--- src/rtl/mcp3202_scan_scheduler_pkg.sv ---
// Shared types and field layout for the MCP3202 scan scheduler.
// next_ch() returns {found, channel} for the next enabled channel above ch.
package mcp3202_pkg;

  typedef enum logic [1:0] {
    IDLE = 2'd0,
    REQ  = 2'd1,
    WAIT = 2'd2,
    NEXT = 2'd3
  } state_t;

  localparam int CH_BIT   = 12;
  localparam int SAMPLE_W = 12;
  localparam int TDATA_W  = 16;
  localparam int FIFO_W   = TDATA_W + 1;

  function automatic logic [1:0] next_ch(input logic [1:0] mask, input logic ch);
    logic [1:0] r_res;
    r_res = 2'b00;
    if (!ch && mask[1]) r_res = 2'b11;
    return r_res;
  endfunction

endpackage

--- src/rtl/mcp3202_scan_scheduler_if.sv ---
// Conversion-engine request/response and AXIS output bundle of the scan scheduler.
interface mcp3202_scan_scheduler_if;

  logic                              cnv_start;
  logic                              cnv_sgl;
  logic                              cnv_odd;
  logic                              cnv_busy;
  logic                              cnv_done;
  logic [mcp3202_pkg::SAMPLE_W-1:0]  cnv_data;

  logic                              m_axis_tvalid;
  logic                              m_axis_tready;
  logic [mcp3202_pkg::TDATA_W-1:0]   m_axis_tdata;
  logic                              m_axis_tlast;

  modport master (
    output cnv_start, cnv_sgl, cnv_odd,
    input  cnv_busy, cnv_done, cnv_data,
    output m_axis_tvalid, m_axis_tdata, m_axis_tlast,
    input  m_axis_tready
  );

  modport slave (
    input  cnv_start, cnv_sgl, cnv_odd,
    output cnv_busy, cnv_done, cnv_data,
    input  m_axis_tvalid, m_axis_tdata, m_axis_tlast,
    output m_axis_tready
  );

endinterface

--- src/rtl/mcp3202_scan_scheduler_fifo.sv ---
// Small synchronous FIFO whose read side is an AXIS master.
// A write while full is accepted only if a read frees the slot in the same cycle.
module axis_sync_fifo #(
  parameter int WIDTH = 17,
  parameter int DEPTH = 4
) (
  input  logic             clk,
  input  logic             rst,
  input  logic             i_wr_en,
  input  logic [WIDTH-1:0] i_wr_data,
  output logic             o_full,
  output logic             o_rd_fire,
  output logic             o_tvalid,
  input  logic             i_tready,
  output logic [WIDTH-1:0] o_tdata
);

  localparam int AW = $clog2(DEPTH);

  logic [WIDTH-1:0] r_mem [DEPTH];
  logic [AW-1:0]    r_wr_ptr;
  logic [AW-1:0]    r_rd_ptr;
  logic [AW:0]      r_count;
  logic             w_wr;
  logic             w_rd;

  assign o_full    = (r_count == (AW+1)'(DEPTH));
  assign o_tvalid  = (r_count != '0);
  assign w_rd      = o_tvalid & i_tready;
  assign w_wr      = i_wr_en & (~o_full | w_rd);
  assign o_rd_fire = w_rd;
  assign o_tdata   = r_mem[r_rd_ptr];

  always_ff @(posedge clk or posedge rst) begin
    if (rst) begin
      r_wr_ptr <= '0;
      r_rd_ptr <= '0;
      r_count  <= '0;
      for (int i = 0; i < DEPTH; i++) r_mem[i] <= '0;
    end else begin
      if (w_wr) begin
        r_mem[r_wr_ptr] <= i_wr_data;
        r_wr_ptr        <= r_wr_ptr + 1'b1;
      end
      if (w_rd) r_rd_ptr <= r_rd_ptr + 1'b1;
      case ({w_wr, w_rd})
        2'b10:   r_count <= r_count + 1'b1;
        2'b01:   r_count <= r_count - 1'b1;
        default: r_count <= r_count;
      endcase
    end
  end

endmodule

--- src/rtl/mcp3202_scan_scheduler.sv ---
// Scan scheduler: per scan tick, requests one conversion per enabled channel
// and streams {tlast, ch, sample} through the output FIFO.
//   state | meaning
//   IDLE  | waiting for a scan tick
//   REQ   | waiting for the engine to go idle, then issue cnv_start
//   WAIT  | waiting for cnv_done or timeout
//   NEXT  | pick next channel or end the scan
module mcp3202_scan_scheduler
  import mcp3202_pkg::*;
#(
  parameter int unsigned FCLK       = 100_000_000,
  parameter int unsigned FSMPL      = 500,
  parameter logic        SGL        = 1'b1,
  parameter int unsigned TIMEOUT    = 1024,
  parameter int unsigned FIFO_DEPTH = 4
) (
  input  logic                      clk,
  input  logic                      rst,
  input  logic                      enable,
  input  logic [1:0]                ch_mask,
  input  logic                      clear_status,
  mcp3202_scan_scheduler_if.master  bus,
  output logic                      overrun,
  output logic                      missed_tick,
  output logic                      timeout_err
);

  localparam int unsigned DIV = FCLK / FSMPL;
  localparam int          TW  = $clog2(DIV);
  localparam int          WW  = $clog2(TIMEOUT + 1);

  state_t            r_state;
  logic [TW-1:0]     r_tick_cnt;
  logic [WW-1:0]     r_wait_cnt;
  logic [1:0]        r_scan_mask;
  logic              r_ch;
  logic              r_last;
  logic              r_cnv_start;
  logic              r_cnv_sgl;
  logic              r_cnv_odd;
  logic              r_overrun;
  logic              r_missed_tick;
  logic              r_timeout_err;

  logic              w_tick;
  logic [1:0]        w_nxt;
  logic              w_last;
  logic              w_wr_req;
  logic [FIFO_W-1:0] w_wr_data;
  logic [FIFO_W-1:0] w_rd_data;
  logic              w_full;
  logic              w_rd_fire;
  logic              w_tvalid;
  logic              w_overrun_set;
  logic              w_missed_set;
  logic              w_timeout_set;

  assign w_tick   = enable && (r_tick_cnt == TW'(DIV - 1));
  assign w_nxt    = next_ch(r_scan_mask, r_ch);
  assign w_last   = ~w_nxt[1];
  assign w_wr_req = (r_state == WAIT) && bus.cnv_done;

  always_comb begin
    w_wr_data                    = '0;
    w_wr_data[FIFO_W-1]          = w_last;
    w_wr_data[CH_BIT]            = r_ch;
    w_wr_data[SAMPLE_W-1:0]      = bus.cnv_data;
  end

  assign w_overrun_set = w_wr_req && w_full && !w_rd_fire;
  assign w_missed_set  = w_tick && (r_state != IDLE);
  assign w_timeout_set = (r_state == WAIT) && !bus.cnv_done && (r_wait_cnt == '0);

  always_ff @(posedge clk or posedge rst) begin
    if (rst) begin
      r_tick_cnt <= '0;
    end else if (!enable || w_tick) begin
      r_tick_cnt <= '0;
    end else begin
      r_tick_cnt <= r_tick_cnt + 1'b1;
    end
  end

  always_ff @(posedge clk or posedge rst) begin
    if (rst) begin
      r_state     <= IDLE;
      r_scan_mask <= '0;
      r_ch        <= 1'b0;
      r_last      <= 1'b0;
      r_wait_cnt  <= '0;
      r_cnv_start <= 1'b0;
      r_cnv_sgl   <= 1'b0;
      r_cnv_odd   <= 1'b0;
    end else begin
      r_cnv_start <= 1'b0;
      case (r_state)
        IDLE: begin
          if (w_tick && (ch_mask != 2'b00)) begin
            r_scan_mask <= ch_mask;
            r_ch        <= ~ch_mask[0];
            r_state     <= REQ;
          end
        end
        REQ: begin
          if (!bus.cnv_busy) begin
            r_cnv_start <= 1'b1;
            r_cnv_odd   <= r_ch;
            r_cnv_sgl   <= SGL;
            r_wait_cnt  <= WW'(TIMEOUT - 1);
            r_state     <= WAIT;
          end
        end
        WAIT: begin
          if (bus.cnv_done) begin
            r_last  <= w_last;
            r_state <= NEXT;
          end else if (r_wait_cnt == '0) begin
            r_state <= IDLE;
          end else begin
            r_wait_cnt <= r_wait_cnt - 1'b1;
          end
        end
        NEXT: begin
          if (r_last || !enable) begin
            r_state <= IDLE;
          end else begin
            r_ch    <= w_nxt[0];
            r_state <= REQ;
          end
        end
        default: r_state <= IDLE;
      endcase
    end
  end

  // Set has priority over clear_status.
  always_ff @(posedge clk or posedge rst) begin
    if (rst) begin
      r_overrun     <= 1'b0;
      r_missed_tick <= 1'b0;
      r_timeout_err <= 1'b0;
    end else begin
      r_overrun     <= w_overrun_set | (r_overrun & ~clear_status);
      r_missed_tick <= w_missed_set  | (r_missed_tick & ~clear_status);
      r_timeout_err <= w_timeout_set | (r_timeout_err & ~clear_status);
    end
  end

  axis_sync_fifo #(
    .WIDTH (FIFO_W),
    .DEPTH (FIFO_DEPTH)
  ) u_fifo (
    .clk       (clk),
    .rst       (rst),
    .i_wr_en   (w_wr_req),
    .i_wr_data (w_wr_data),
    .o_full    (w_full),
    .o_rd_fire (w_rd_fire),
    .o_tvalid  (w_tvalid),
    .i_tready  (bus.m_axis_tready),
    .o_tdata   (w_rd_data)
  );

  assign bus.cnv_start     = r_cnv_start;
  assign bus.cnv_sgl       = r_cnv_sgl;
  assign bus.cnv_odd       = r_cnv_odd;
  assign bus.m_axis_tvalid = w_tvalid;
  assign bus.m_axis_tdata  = w_rd_data[TDATA_W-1:0];
  assign bus.m_axis_tlast  = w_rd_data[FIFO_W-1];

  assign overrun     = r_overrun;
  assign missed_tick = r_missed_tick;
  assign timeout_err = r_timeout_err;

endmodule
--- src/flat_wrapper.sv ---
// flat-port wrapper written by rule: the top's interface ports become plain ports
module mcp3202_scan_scheduler_flat import mcp3202_pkg::*;
#(
  parameter int unsigned FCLK       = 100_000_000,
  parameter int unsigned FSMPL      = 500,
  parameter logic        SGL        = 1'b1,
  parameter int unsigned TIMEOUT    = 1024,
  parameter int unsigned FIFO_DEPTH = 4
)
  (clk, rst, enable, ch_mask, clear_status, overrun, missed_tick, timeout_err, bus_cnv_start, bus_cnv_sgl, bus_cnv_odd, bus_cnv_busy, bus_cnv_done, bus_cnv_data, bus_m_axis_tvalid, bus_m_axis_tdata, bus_m_axis_tlast, bus_m_axis_tready);
  mcp3202_scan_scheduler_if bus_i ();
  input  logic clk;
  input  logic rst;
  input  logic enable;
  input  logic [1:0] ch_mask;
  input  logic clear_status;
  output logic overrun;
  output logic missed_tick;
  output logic timeout_err;
  output wire logic [$bits(bus_i.cnv_start)-1:0] bus_cnv_start;
  output wire logic [$bits(bus_i.cnv_sgl)-1:0] bus_cnv_sgl;
  output wire logic [$bits(bus_i.cnv_odd)-1:0] bus_cnv_odd;
  input wire logic [$bits(bus_i.cnv_busy)-1:0] bus_cnv_busy;
  input wire logic [$bits(bus_i.cnv_done)-1:0] bus_cnv_done;
  input wire logic [$bits(bus_i.cnv_data)-1:0] bus_cnv_data;
  output wire logic [$bits(bus_i.m_axis_tvalid)-1:0] bus_m_axis_tvalid;
  output wire logic [$bits(bus_i.m_axis_tdata)-1:0] bus_m_axis_tdata;
  output wire logic [$bits(bus_i.m_axis_tlast)-1:0] bus_m_axis_tlast;
  input wire logic [$bits(bus_i.m_axis_tready)-1:0] bus_m_axis_tready;
  assign bus_cnv_start = bus_i.cnv_start;
  assign bus_cnv_sgl = bus_i.cnv_sgl;
  assign bus_cnv_odd = bus_i.cnv_odd;
  assign bus_i.cnv_busy = bus_cnv_busy;
  assign bus_i.cnv_done = bus_cnv_done;
  assign bus_i.cnv_data = bus_cnv_data;
  assign bus_m_axis_tvalid = bus_i.m_axis_tvalid;
  assign bus_m_axis_tdata = bus_i.m_axis_tdata;
  assign bus_m_axis_tlast = bus_i.m_axis_tlast;
  assign bus_i.m_axis_tready = bus_m_axis_tready;
  mcp3202_scan_scheduler #(.FCLK(FCLK), .FSMPL(FSMPL), .SGL(SGL), .TIMEOUT(TIMEOUT), .FIFO_DEPTH(FIFO_DEPTH)) u_core (.clk(clk), .rst(rst), .enable(enable), .ch_mask(ch_mask), .clear_status(clear_status), .bus(bus_i), .overrun(overrun), .missed_tick(missed_tick), .timeout_err(timeout_err));
endmodule
--- config.mk ---
export PLATFORM = sky130hd
export DESIGN_NAME = mcp3202_scan_scheduler_flat
export DESIGN_NICKNAME = d
export VERILOG_FILES = /design/src/rtl/mcp3202_scan_scheduler_pkg.sv /design/src/rtl/mcp3202_scan_scheduler_if.sv /design/src/rtl/mcp3202_scan_scheduler_fifo.sv /design/src/rtl/mcp3202_scan_scheduler.sv /design/src/flat_wrapper.sv
export SDC_FILE = /design/constraint.sdc
export NUM_CORES = 1
export LEC_CHECK = 0
export BUFFER_PORTS_ARGS = -buffer_cell sky130_fd_sc_hd__buf_4
export CAP_MARGIN = 20
export CORE_ASPECT_RATIO = 1.25
export CORE_MARGIN = 2
export CORE_UTILIZATION = 45
export DETAILED_ROUTE_END_ITERATION = 8
export GPL_ROUTABILITY_DRIVEN = 0
export PLACE_DENSITY_LB_ADDON = 0.3
export SKIP_CTS_REPAIR_TIMING = 1
export SLEW_MARGIN = 20
export SYNTH_ARGS = -nofsm -noshare
export SYNTH_HDL_FRONTEND = slang
export SYNTH_SLANG_ARGS = --single-unit
--- constraint.sdc ---
create_clock -name clk -period 5.25 [get_ports clk]
set_input_delay 0.7875 -clock clk [delete_from_list [all_inputs] [get_ports clk]]
set_output_delay 0.7875 -clock clk [all_outputs]
set_load 0.01 [all_outputs]
# == Word-level counts from Yosys, hierarchy flattened ==
# Cells that the tools add are included.
# totals
output_inout_bits,24
in_bits,21
word_cells,111
ff_bits,116
# classes
eq_ne,13
muxes,24
magnitude_cmp,3
reduce_logical,30
bitwise,16
addsub,6
# ops
op,n
$bwmux 68,1
$mux 17,3
$bmux 17 s2,1
$demux 17 s2,1
$mux 11,3
$pmux 11 s2,1
$add 18x1->18 const B,1
$eq 18x18->1 const B,1
$mux 18,1
$logic_not 11->1,1
$sub 11x1->11 const B,1
$logic_and 1x1->1,10
$mux 2,5
$reduce_bool 2->1,5
$ne 2x2->1 const B,4
$pmux 2 s4,1
$eq 2x2->1 const B,3
$ge 3x3->1 const B,2
$not 2->3,2
$pmux 3 s2,1
$reduce_and 2->1,3
$reduce_and 3->1,2
$and 1x1->1,5
$mux 1,5
other kinds (16),29

# == Depth between registers and ports, before layout ==
# Gate-level depths: netlist (run 1).
# logic_depth
depth_word,6
depth_mapped,12
depth_no_buf,11

# == Hierarchy ==
# Synthesis (run 1) repeated with hierarchy kept, for this count alone.
# hier_totals
cells_unflattened,405
hier_area_um2,5390.2
# by_module_without_submodules
mod,instances,area_per_inst_um2,seq_area_each_um2,cells_each
axis_sync_fifo,1,3367.0,1876.8,203
mcp3202_scan_scheduler,1,2023.2,1001.0,202

# == Worst setup path before layout (run 1) ==
# OpenSTA, ideal clock, no wires.
# synth_path
path_type,in2reg
from,input port bus_m_axis_tready
to,register u_core.u_fifo.r_count[2]
stages,10
arrival_ns,2.570
required_ns,5.171
n_path_buf,1
setup_slack_ns,2.601
setup_ns,0.079
cell_sequence,or4b_1 -> nor2b_1 -> buf_2 -> inv_1 -> ha_1 -> inv_1 -> fa_1 -> xor2_1 -> nor2_1 -> xor2_1
# synth_via
elab_chain_cells,5
word_cells_on_any_way,7
cone_classes,eq/ne: 2; mux: 1; bitwise: 3; reduce/logical: 1
# synth_lines
item,line_no,rtl
start: declaration,flat_wrapper.sv:29,input wire logic [$bits(bus_i.m_axis_tready)-1:0] bus_m_axis_tready;
$and 1x1->1 *,mcp3202_scan_scheduler_fifo.sv:29,assign w_rd = o_tvalid & i_tready;
$or 1x1->1,mcp3202_scan_scheduler_fifo.sv:30,assign w_wr = i_wr_en & (~o_full | w_rd);
$and 1x1->1,mcp3202_scan_scheduler_fifo.sv:30,
$eq 2x1->1 or $eq 2x2->1 (tied branches),mcp3202_scan_scheduler_fifo.sv:46,"case ({w_wr, w_rd})"
$pmux 3 s2 or $reduce_bool 2->1 (tied branches),n/a,
end signal: assignment,mcp3202_scan_scheduler_fifo.sv:47,2'b10: r_count <= r_count + 1'b1;
end signal: assignment,mcp3202_scan_scheduler_fifo.sv:48,2'b01: r_count <= r_count - 1'b1;
end signal: assignment,mcp3202_scan_scheduler_fifo.sv:49,default: r_count <= r_count;
end: declaration,mcp3202_scan_scheduler_fifo.sv:23,logic [AW:0] r_count;
# Every way passes the cells marked *; elsewhere a longest branch is shown, timed or not.
# A chain may end at the register's enable or synchronous reset.

# == Worst setup path after layout (run 1) ==
# layout_path
from,register u_core.r_state[0]
to,register u_core.u_fifo.r_mem[39] (netlist name)
# layout_via
elab_chain_cells,3
# layout_lines
item,line_no,rtl
start: declaration,mcp3202_scan_scheduler.sv:32,state_t r_state;
start signal: assignment,mcp3202_scan_scheduler.sv:86,r_state <= IDLE;
start signal: assignment,mcp3202_scan_scheduler.sv:101,r_state <= REQ;
start signal: assignment,mcp3202_scan_scheduler.sv:110,r_state <= WAIT;
$eq 2x2->1,mcp3202_scan_scheduler.sv:61,assign w_wr_req = (r_state == WAIT) && bus.cnv_done;
$logic_and 1x1->1,mcp3202_scan_scheduler.sv:61,
$and 1x1->1,mcp3202_scan_scheduler_fifo.sv:30,
end signal: indexed assignment,mcp3202_scan_scheduler_fifo.sv:42,r_mem[r_wr_ptr] <= i_wr_data;
end: declaration,mcp3202_scan_scheduler_fifo.sv:20,logic [WIDTH-1:0] r_mem [DEPTH];
# Every way passes these cells.

==> impl_metrics.csv, run 1 <==
group,metric,value,unit
floorplan,die_h,121,um
cts,clkTransAtPathRegs,70,ps
cts,htreeDepth,3,
power_and_ir_drop,swShare,0.309,
critical_path,crit_type,"register to register",
power_and_ir_drop,pwr-share-comb,0.355,
critical_path,path_common_cell,"nand2_1",
synthesis,synth_cells,391,
critical_path,worstPathArrival,2960,ps
detailed_routing,ant_nets,0,
power_and_ir_drop,p_int,2110,uW
floorplan,die_w,97.2,um
power_and_ir_drop,p_sw,940,uW
power_and_ir_drop,clkPwrFrac,0.225,
cts,clk_latency,340,ps
floorplan,rows,42,
cells_and_area,nNetsFinal,464,
power_and_ir_drop,pwr-share-seq,0.420,
sta,setup_slack,2510,ps
placement,port_buffers,41,
placement,dp_slack,2380,ps
cells_and_area,final_cells,567,
grt,grt_pass1_vias,3121,
critical_path,required,5470,ps
cells_and_area,multi_input_area,0.00214,mm2
sta,fin_crit,2740,ps
sta,hold_viol,0,
synthesis,synth.distinct_cells,48,
cells_and_area,final_util,0.529,
sta,worstMarginPinSlew,712,ps
detailed_routing,drt-total-wl,9060,um
power_and_ir_drop,p_per_area,543,mW/mm2
synthesis,synthesis.area,0.00489,mm2
synthesis,synth_edf_count,0,
placement,dp.cells,550,
floorplan,dieArea,0.0117,mm2
detailed_routing,drtIter0Drc,135,
sta,rsz0062_at_grt,"no",
critical_path,slowest_delay,600,ps
cts,cts_buffers,9,
sta,skew,5.77,ps
worst_hold_path,hold_path_class,"register to register",
cts,cts-root-buf,"clkbuf_16",
critical_path,cp-start-kind,"register",
synthesis,ys_ff_latch,103,
floorplan,core-area,0.0106,mm2
cts,cts.sinks,103,
detailed_routing,route.detailed.drc,0,
synthesis,ys_seq_area_frac,0.527,
sta,fin_setup_tns,0,ps
cells_and_area,antenna_cells,0,
power_and_ir_drop,cellLeakagePower,0.00247,uW
grt,grt_overflow,0,
grt,antenna_found_initial,0,
sta,slew_headroom,0.524,
grt,grt_max_degree,55,
floorplan,start_util,0.461,
detailed_routing,dr.pass1.iters,4,
cts,cts_tree,"done",
sta,report.final.slew_viol_count,0,
critical_path,cp_cell_sequence,"inv_1 > ha_1 > nand2_1 > nor2b_1 > nand2_1 > mux2_2",
grt,globalRouteTotalUtil,0.166,
detailed_routing,wl_per_cell,16.0,um
floorplan,io_pins,45,
critical_path,cp-end-kind,"register",
cells_and_area,layout.area.seq,0.00258,mm2
synthesis,ys.flop_type,"dfrtp_1",
grt,grt_pass1_wl,15500,um
critical_path,critPathMaxFanout,15,
cells_and_area,drive_gt1_frac,0.313,
synthesis,yosysWarnings,0,
power_and_ir_drop,ir_drop,269,uV
job,drv_cap,0,
sta,timing.fmax,365,MHz
cells_and_area,area_growth,14.8,%
detailed_routing,routed_via_density,5.39,
sta,finalSetupViolCount,0,
detailed_routing,via_count,3056,
critical_path,worst_path_max_delay_cell,"nand2_1",
cts,clockBufferDepth,2,
cells_and_area,filler_cell_count,957,
placement,hpwlAfterDp,6080,um
outcome,status,"completed",
sta,fin_crit_sh,0.522,
synthesis,async_flop_share,1.00,
synthesis,synth_area_per_cell,12.5,um2
==> kinds of logic after synthesis <==
family	share of synthesized area
adders and majority gates	0.0348
and+or+nand+nor	0.113
AOI/OAI and AO/OA	0.0466
other	0.000767
muxes	0.191
DFF	0.527
xor gates and xnor gates	0.0502
buffers and inverters	0.0366
==> critical path, delay by kind of cell (launching register included) <==
family                   cells  cell delay (ps)
adder cells (fa/ha/maj)      1              300
buffers and inverters        1              100
flip-flops                   1              430
multiplexers                 1              460
AND/OR/NAND/NOR              3             1330
==> path summary, 6_finish.rpt <==
path | startpoint | endpoint | slack [ps] | cells past startpoint
setup / recovery | u_core.r_state[0]$_DFFE_PP0P_ | u_core.u_fifo.r_mem[39]$_DFFE_PP0P_ | 2510 | 6
hold / removal | u_core.r_tick_cnt[0]$_DFF_PP0_ | u_core.r_tick_cnt[0]$_DFF_PP0_ | 450 | 1
setup reg to reg | u_core.r_state[0]$_DFFE_PP0P_ | u_core.u_fifo.r_mem[39]$_DFFE_PP0P_ | 2510 | 6
hold reg to reg | u_core.r_tick_cnt[0]$_DFF_PP0_ | u_core.r_tick_cnt[0]$_DFF_PP0_ | 450 | 1
max in group asynchronous | rst | u_core.u_fifo.r_mem[60]$_DFFE_PP0P_ | 3600 | 3
min in group asynchronous | rst | u_core.u_fifo.r_mem[53]$_DFFE_PP0P_ | 530 | 2
==> state kept, by name, summed over array words and instances (netlist names) <==
| signal | flops |
|---|---|
| u_core.missed_tick | 1 |
| u_core.u_fifo.r_rd_ptr | 2 |
| u_core.r_ch | 1 |
| u_core.bus.cnv_sgl | 1 |
| u_core.r_tick_cnt | 18 |
| u_core.bus.cnv_start | 1 |
| u_core.u_fifo.r_mem | 56 |
| u_core.r_scan_mask | 1 |
| u_core.r_wait_cnt | 11 |
| u_core.overrun | 1 |
| u_core.u_fifo.r_count | 3 |
| u_core.u_fifo.r_wr_ptr | 2 |
| u_core.r_state | 2 |
| u_core.bus.cnv_odd | 1 |
| u_core.timeout_err | 1 |
| u_core.r_last | 1 |
==> final cells by class <==
class	count	area share
multi-input combinational	250	0.381
clock buffer	13	0.0482
clock inverter	3	0.00713
sequential	103	0.459
inverter	23	0.0158
tap	132	0.0294
timing repair buffer	43	0.0589
==> synthesized netlist by cell type, types with 3 or more instances <==
cell      count  share of area
mux4_2       14          0.064
nand2_1      22          0.017
xor2_1       18          0.032
a31oi_1       6         0.0077
nand2_2       3         0.0038
nor4_1        3         0.0038
buf_4         4         0.0061
nand4_1       6         0.0077
inv_1        23          0.018
dfrtp_1     103           0.53
ha_1         12          0.031
buf_2         5         0.0051
mux2_2       54           0.12
clkbuf_1      6         0.0046
nand3_1      13          0.013
and2_1        4         0.0051
xnor2_1      10          0.018
o21ai_0       8         0.0082
and4_1        3         0.0054
nor2_1       27          0.021
nand2b_1      3         0.0038
nor3_1        6         0.0061
a21oi_1       6         0.0061
==> power groups by stage <==
stage	sequential [uW]	combinational [uW]	clock [uW]
detailed placement	1320	1060	0
CTS	1300	1060	699
finish	1280	1080	686
floorplan	1210	805	0
global placement	1300	1030	0
global route	1320	1190	733
==> routing by layer <==
metal,GRT usage,up-vias,routed length (um)
li1,-,1451,-
met1,0.225,1537,4150
met2,0.269,57,4440
met3,0.0249,11,320
met4,0.0694,0,153
met5,0,-,0
==> stage by stage <==
stage | power (uW) | hold WS (ps) | cell area [um2]
2_1_floorplan | 2010 | 424 | 4900
4_1_cts | 3070 | 456 | 5600
5_1_grt | 3240 | 477 | 5610
3_3_place_gp | 2330 | 437 | 5290
6_report | 3050 | 455 | 5610
3_5_place_dp | 2380 | 448 | 5290
==> layout by cell type, fill, tap and decap left out, types with 2 or more instances in the layout <==
master and n:
mux2_2 54, nand2_2 3, o21ai_0 8, xnor2_1 10, and4_1 3, and3_1 2
nor2b_1 2, mux4_2 14, nand2_1 22, o31ai_1 2, a21oi_1 6, inv_1 22
o32ai_1 2, nor2_1 27, and2_1 4, clkinv_2 2, dfrtp_1 103, nor3_1 6
buf_4 42, conb_1 3, nand2b_1 3, or4b_1 2, nor4_1 3, nor4bb_1 2
nand4_1 6, clkbuf_16 9, ha_1 12, or3_1 2, nand3_1 13, xor2_1 18
a31oi_1 6, clkbuf_8 3
No activity file was read; power rests on OpenSTA's default activity.
==> inputs of run 2 (changes only) <==
--- a/config.mk
+++ b/config.mk
@@ -5,6 +5,7 @@
 export SDC_FILE = /design/constraint.sdc
 export NUM_CORES = 1
 export LEC_CHECK = 0
+export ABC_AREA = 1
 export BUFFER_PORTS_ARGS = -buffer_cell sky130_fd_sc_hd__buf_4
 export CAP_MARGIN = 20
 export CORE_ASPECT_RATIO = 1.25
==> constraint.sdc (replaced) <==
create_clock -name clk -period 2.3 [get_ports clk]
set_input_delay 0.345 -clock clk [delete_from_list [all_inputs] [get_ports clk]]
set_output_delay 0.345 -clock clk [all_outputs]
set_load 0.01 [all_outputs]
==> run 2 against run 1 <==
Largest power group is now combinational cells. Design area up 9.3%. Critical endpoint is now u_core.u_fifo.r_count[2]$_DFFE_PP0P_. Routed wire length up 18%. Die area up 11%. Synthesized cell count up 40%. Combinational power rose to 3.0 times the previous value. Clock-buffer cell count up 2.
==> impl_metrics.csv, run 2 <==
group,metric,value,unit
sta,fin_crit,2110,ps
cells_and_area,area_growth,13.1,%
power_and_ir_drop,ir_drop,588,uV
cts,cts_buffers,9,
cells_and_area,multi_input_area,0.00250,mm2
grt,globalRouteTotalUtil,0.179,
synthesis,ys_seq_area_frac,0.475,
grt,grt_overflow,0,
synthesis,synth_compound_area_frac,0.0847,
critical_path,critPathMaxFanout,5,
power_and_ir_drop,p_per_area,1240,mW/mm2
detailed_routing,route.detailed.drc,0,
synthesis,synth.distinct_cells,39,
critical_path,worst_path_max_delay_cell,"dfrtp_2",
cells_and_area,nNetsFinal,625,
critical_path,cp-start-kind,"register",
cts,htreeDepth,3,
synthesis,synth_area_per_cell,9.91,um2
floorplan,io_pins,45,
floorplan,dieArea,0.0129,mm2
sta,skew,3.27,ps
synthesis,yosysMostFrequentCell,"dfrtp_1",
synthesis,yosysWarnings,0,
cts,clockBufferDepth,2,
cells_and_area,final_cell_mix,"dfrtp_1, nor2_1, nand2_1",
detailed_routing,ant_nets,0,
detailed_routing,wl_per_cell,14.1,um
sta,timing.fmax,473,MHz
floorplan,die_h,127,um
cells_and_area,filler_cell_count,1080,
cells_and_area,regMostFlops,"u_core.u_fifo.r_mem",
synthesis,synth_top_family_by_area,"simple AND/OR/NAND/NOR gates",
synthesis,ys_ff_latch,103,
cts,cts_tree,"done",
sta,fin_setup_tns,0,ps
detailed_routing,drt-total-wl,10600,um
placement,hpwlAfterDp,7290,um
synthesis,synthTopCellsByCount,"dfrtp_1, nor2_1, nand2_1",
sta,fin_crit_sh,0.919,
power_and_ir_drop,cellLeakagePower,0.00285,uW
worst_hold_path,hold_path_class,"input port to async pin",
cts,clkTransAtPathRegs,60,ps
detailed_routing,routed_via_density,5.05,
grt,grt_pass1_vias,3916,
cells_and_area,layout.area.seq,0.00258,mm2
critical_path,cp-end-kind,"register",
floorplan,core-area,0.0117,mm2
sta,hold_viol,0,
grt,grt_max_degree,104,
synthesis,synth_fa_ha_area_frac,0.0314,
cts,clk_latency,350,ps
cells_and_area,drive_gt1_frac,0.227,
cells_and_area,stdcell_area,0.00613,mm2
detailed_routing,dr.pass1.iters,4,
floorplan,rows,44,
grt,grt_pass1_wl,18100,um
cts,cts-root-buf,"clkbuf_16",
synthesis,yosys.area_share.simple,0.188,
detailed_routing,drtIter0Drc,135,
critical_path,required,2520,ps
sta,slew_headroom,0.637,
detailed_routing,via_count,3818,
cells_and_area,mostFrequentLayoutCell,"dfrtp_1",
synthesis,synth_cells,547,
synthesis,yosys-top-cells-area,"dfrtp_1, mux2_4, nor2_1, nand2_1, mux2_2",
critical_path,crit_type,"register to register",
synthesis,synth_top_area_cell,"dfrtp_1",
synthesis,synth-xor-area-share,0.0258,
cells_and_area,antenna_cells,0,
grt,antenna_found_initial,0,
outcome,status,"completed",
sta,rsz0062_at_grt,"no",
cts,cts.sinks,103,
cells_and_area,largestRegisters,"u_core.u_fifo.r_mem: 56 flops, u_core.r_tick_cnt: 18 flops, u_core.r_wait_cnt: 11 flops",
synthesis,async_flop_share,1.00,
synthesis,synth_top_area_frac,0.475,
critical_path,cp_cell_sequence,"inv_1 > ha_1 > nand2_4 > clkinv_4 > nand2_8 > ha_1 > inv_1 > fa_1 > a21oi_1 > o21ai_0 > xor2_1",
placement,placed_cell_area,0.00585,mm2
synthesis,synthesis.area,0.00542,mm2
sta,report.final.slew_viol_count,0,
sta,finalSetupViolCount,0,
floorplan,start_util,0.465,
synthesis,synth_edf_count,0,
cells_and_area,largest_reg_flops,56,
sta,worstMarginPinSlew,544,ps
placement,port_buffers,41,
critical_path,worstPathArrival,2340,ps
critical_path,slowest_delay,400,ps
synthesis,ys.flop_type,"dfrtp_1",
synthesis,synth_mux_area_frac,0.130,
floorplan,die_w,102,um
job,drv_cap,0,
==> run 2: where the power goes <==
group / internal (uW) / leakage, uW / switching [uW]
sequential: 2470 / 0.00130 / 431
clock: 819 / 0.000136 / 633
combinational: 1540 / 0.00141 / 1700
total: 4830 / 0.00285 / 2770
==> run 2: cells by family (layout without fill, tap and decap cells) <==
logic type	after synthesis	count (layout)
and+or+nand+nor	214	214
DFF	103	103
AOI/OAI and AO/OA	80	80
buffers and inverters	68	114
muxes	52	52
xor gates and xnor gates	16	16
adders and majority gates	13	13
other	1	3
==> run 2: layout make-up <==
class | count | share of cell area
clock buffers | 15 | 0.0453
inverters | 52 | 0.0333
multi-input cells | 378 | 0.408
flip-flops and latches | 103 | 0.421
well taps | 161 | 0.0329
repair buffers | 47 | 0.0596
==> run 2: worst paths after layout <==
path                                                     start  slack [ps]                              endpoint  cells past startpoint
worst max register to register   u_core.r_state[0]$_DFFE_PP0P_         190  u_core.u_fifo.r_count[2]$_DFFE_PP0P_                     11
worst max-delay path             u_core.r_state[0]$_DFFE_PP0P_         190  u_core.u_fifo.r_count[2]$_DFFE_PP0P_                     11
worst min register to register  u_core.bus.cnv_sgl$_DFFE_PP0P_         470        u_core.bus.cnv_sgl$_DFFE_PP0P_                      1
min in group clk                                  bus_cnv_busy         210        u_core.bus.cnv_start$_DFF_PP0_                      2
worst min-delay path                                       rst         150    u_core.u_fifo.r_mem[0]$_DFFE_PP0P_                      3
max in group asynchronous                                  rst        1730   u_core.u_fifo.r_mem[24]$_DFFE_PP0P_                      3
==> run 2: per-stage QoR <==
stage / hold slack (ps) / cells / util / setup slack (ps) / power, uW
3_3_place_gp: 454 / 741 / 0.502 / 256 / 6060
6_report: 148 / 756 / 0.525 / 187 / 7600
3_5_place_dp: 458 / 741 / 0.502 / 176 / 6210
2_1_floorplan: 430 / 549 / - / 112 / 5230
4_1_cts: 182 / 756 / 0.525 / 155 / 7680
5_1_grt: 202 / 756 / 0.525 / 46.0 / 8180
==> run 2: critical path, delay by kind of cell (launching register included) <==
family,cells,cell delay [ps]
adders and majority gates,3,750
DFF,1,400
AOI/OAI and AO/OA,2,260
buffers and inverters,3,220
and+or+nand+nor,2,200
xor gates and xnor gates,1,150
==> run 2: layer usage <==
metal  vias to the layer above  global-route usage  wire length (um)  part of all wire
met2                        58               0.306              5400              0.51
met3                        11              0.0463               317             0.030
li1                       1880                   -                 -                 -
met1                      1869               0.216              4760              0.45
met5                         -                   0                 0                 0
met4                         0              0.0612               166             0.016
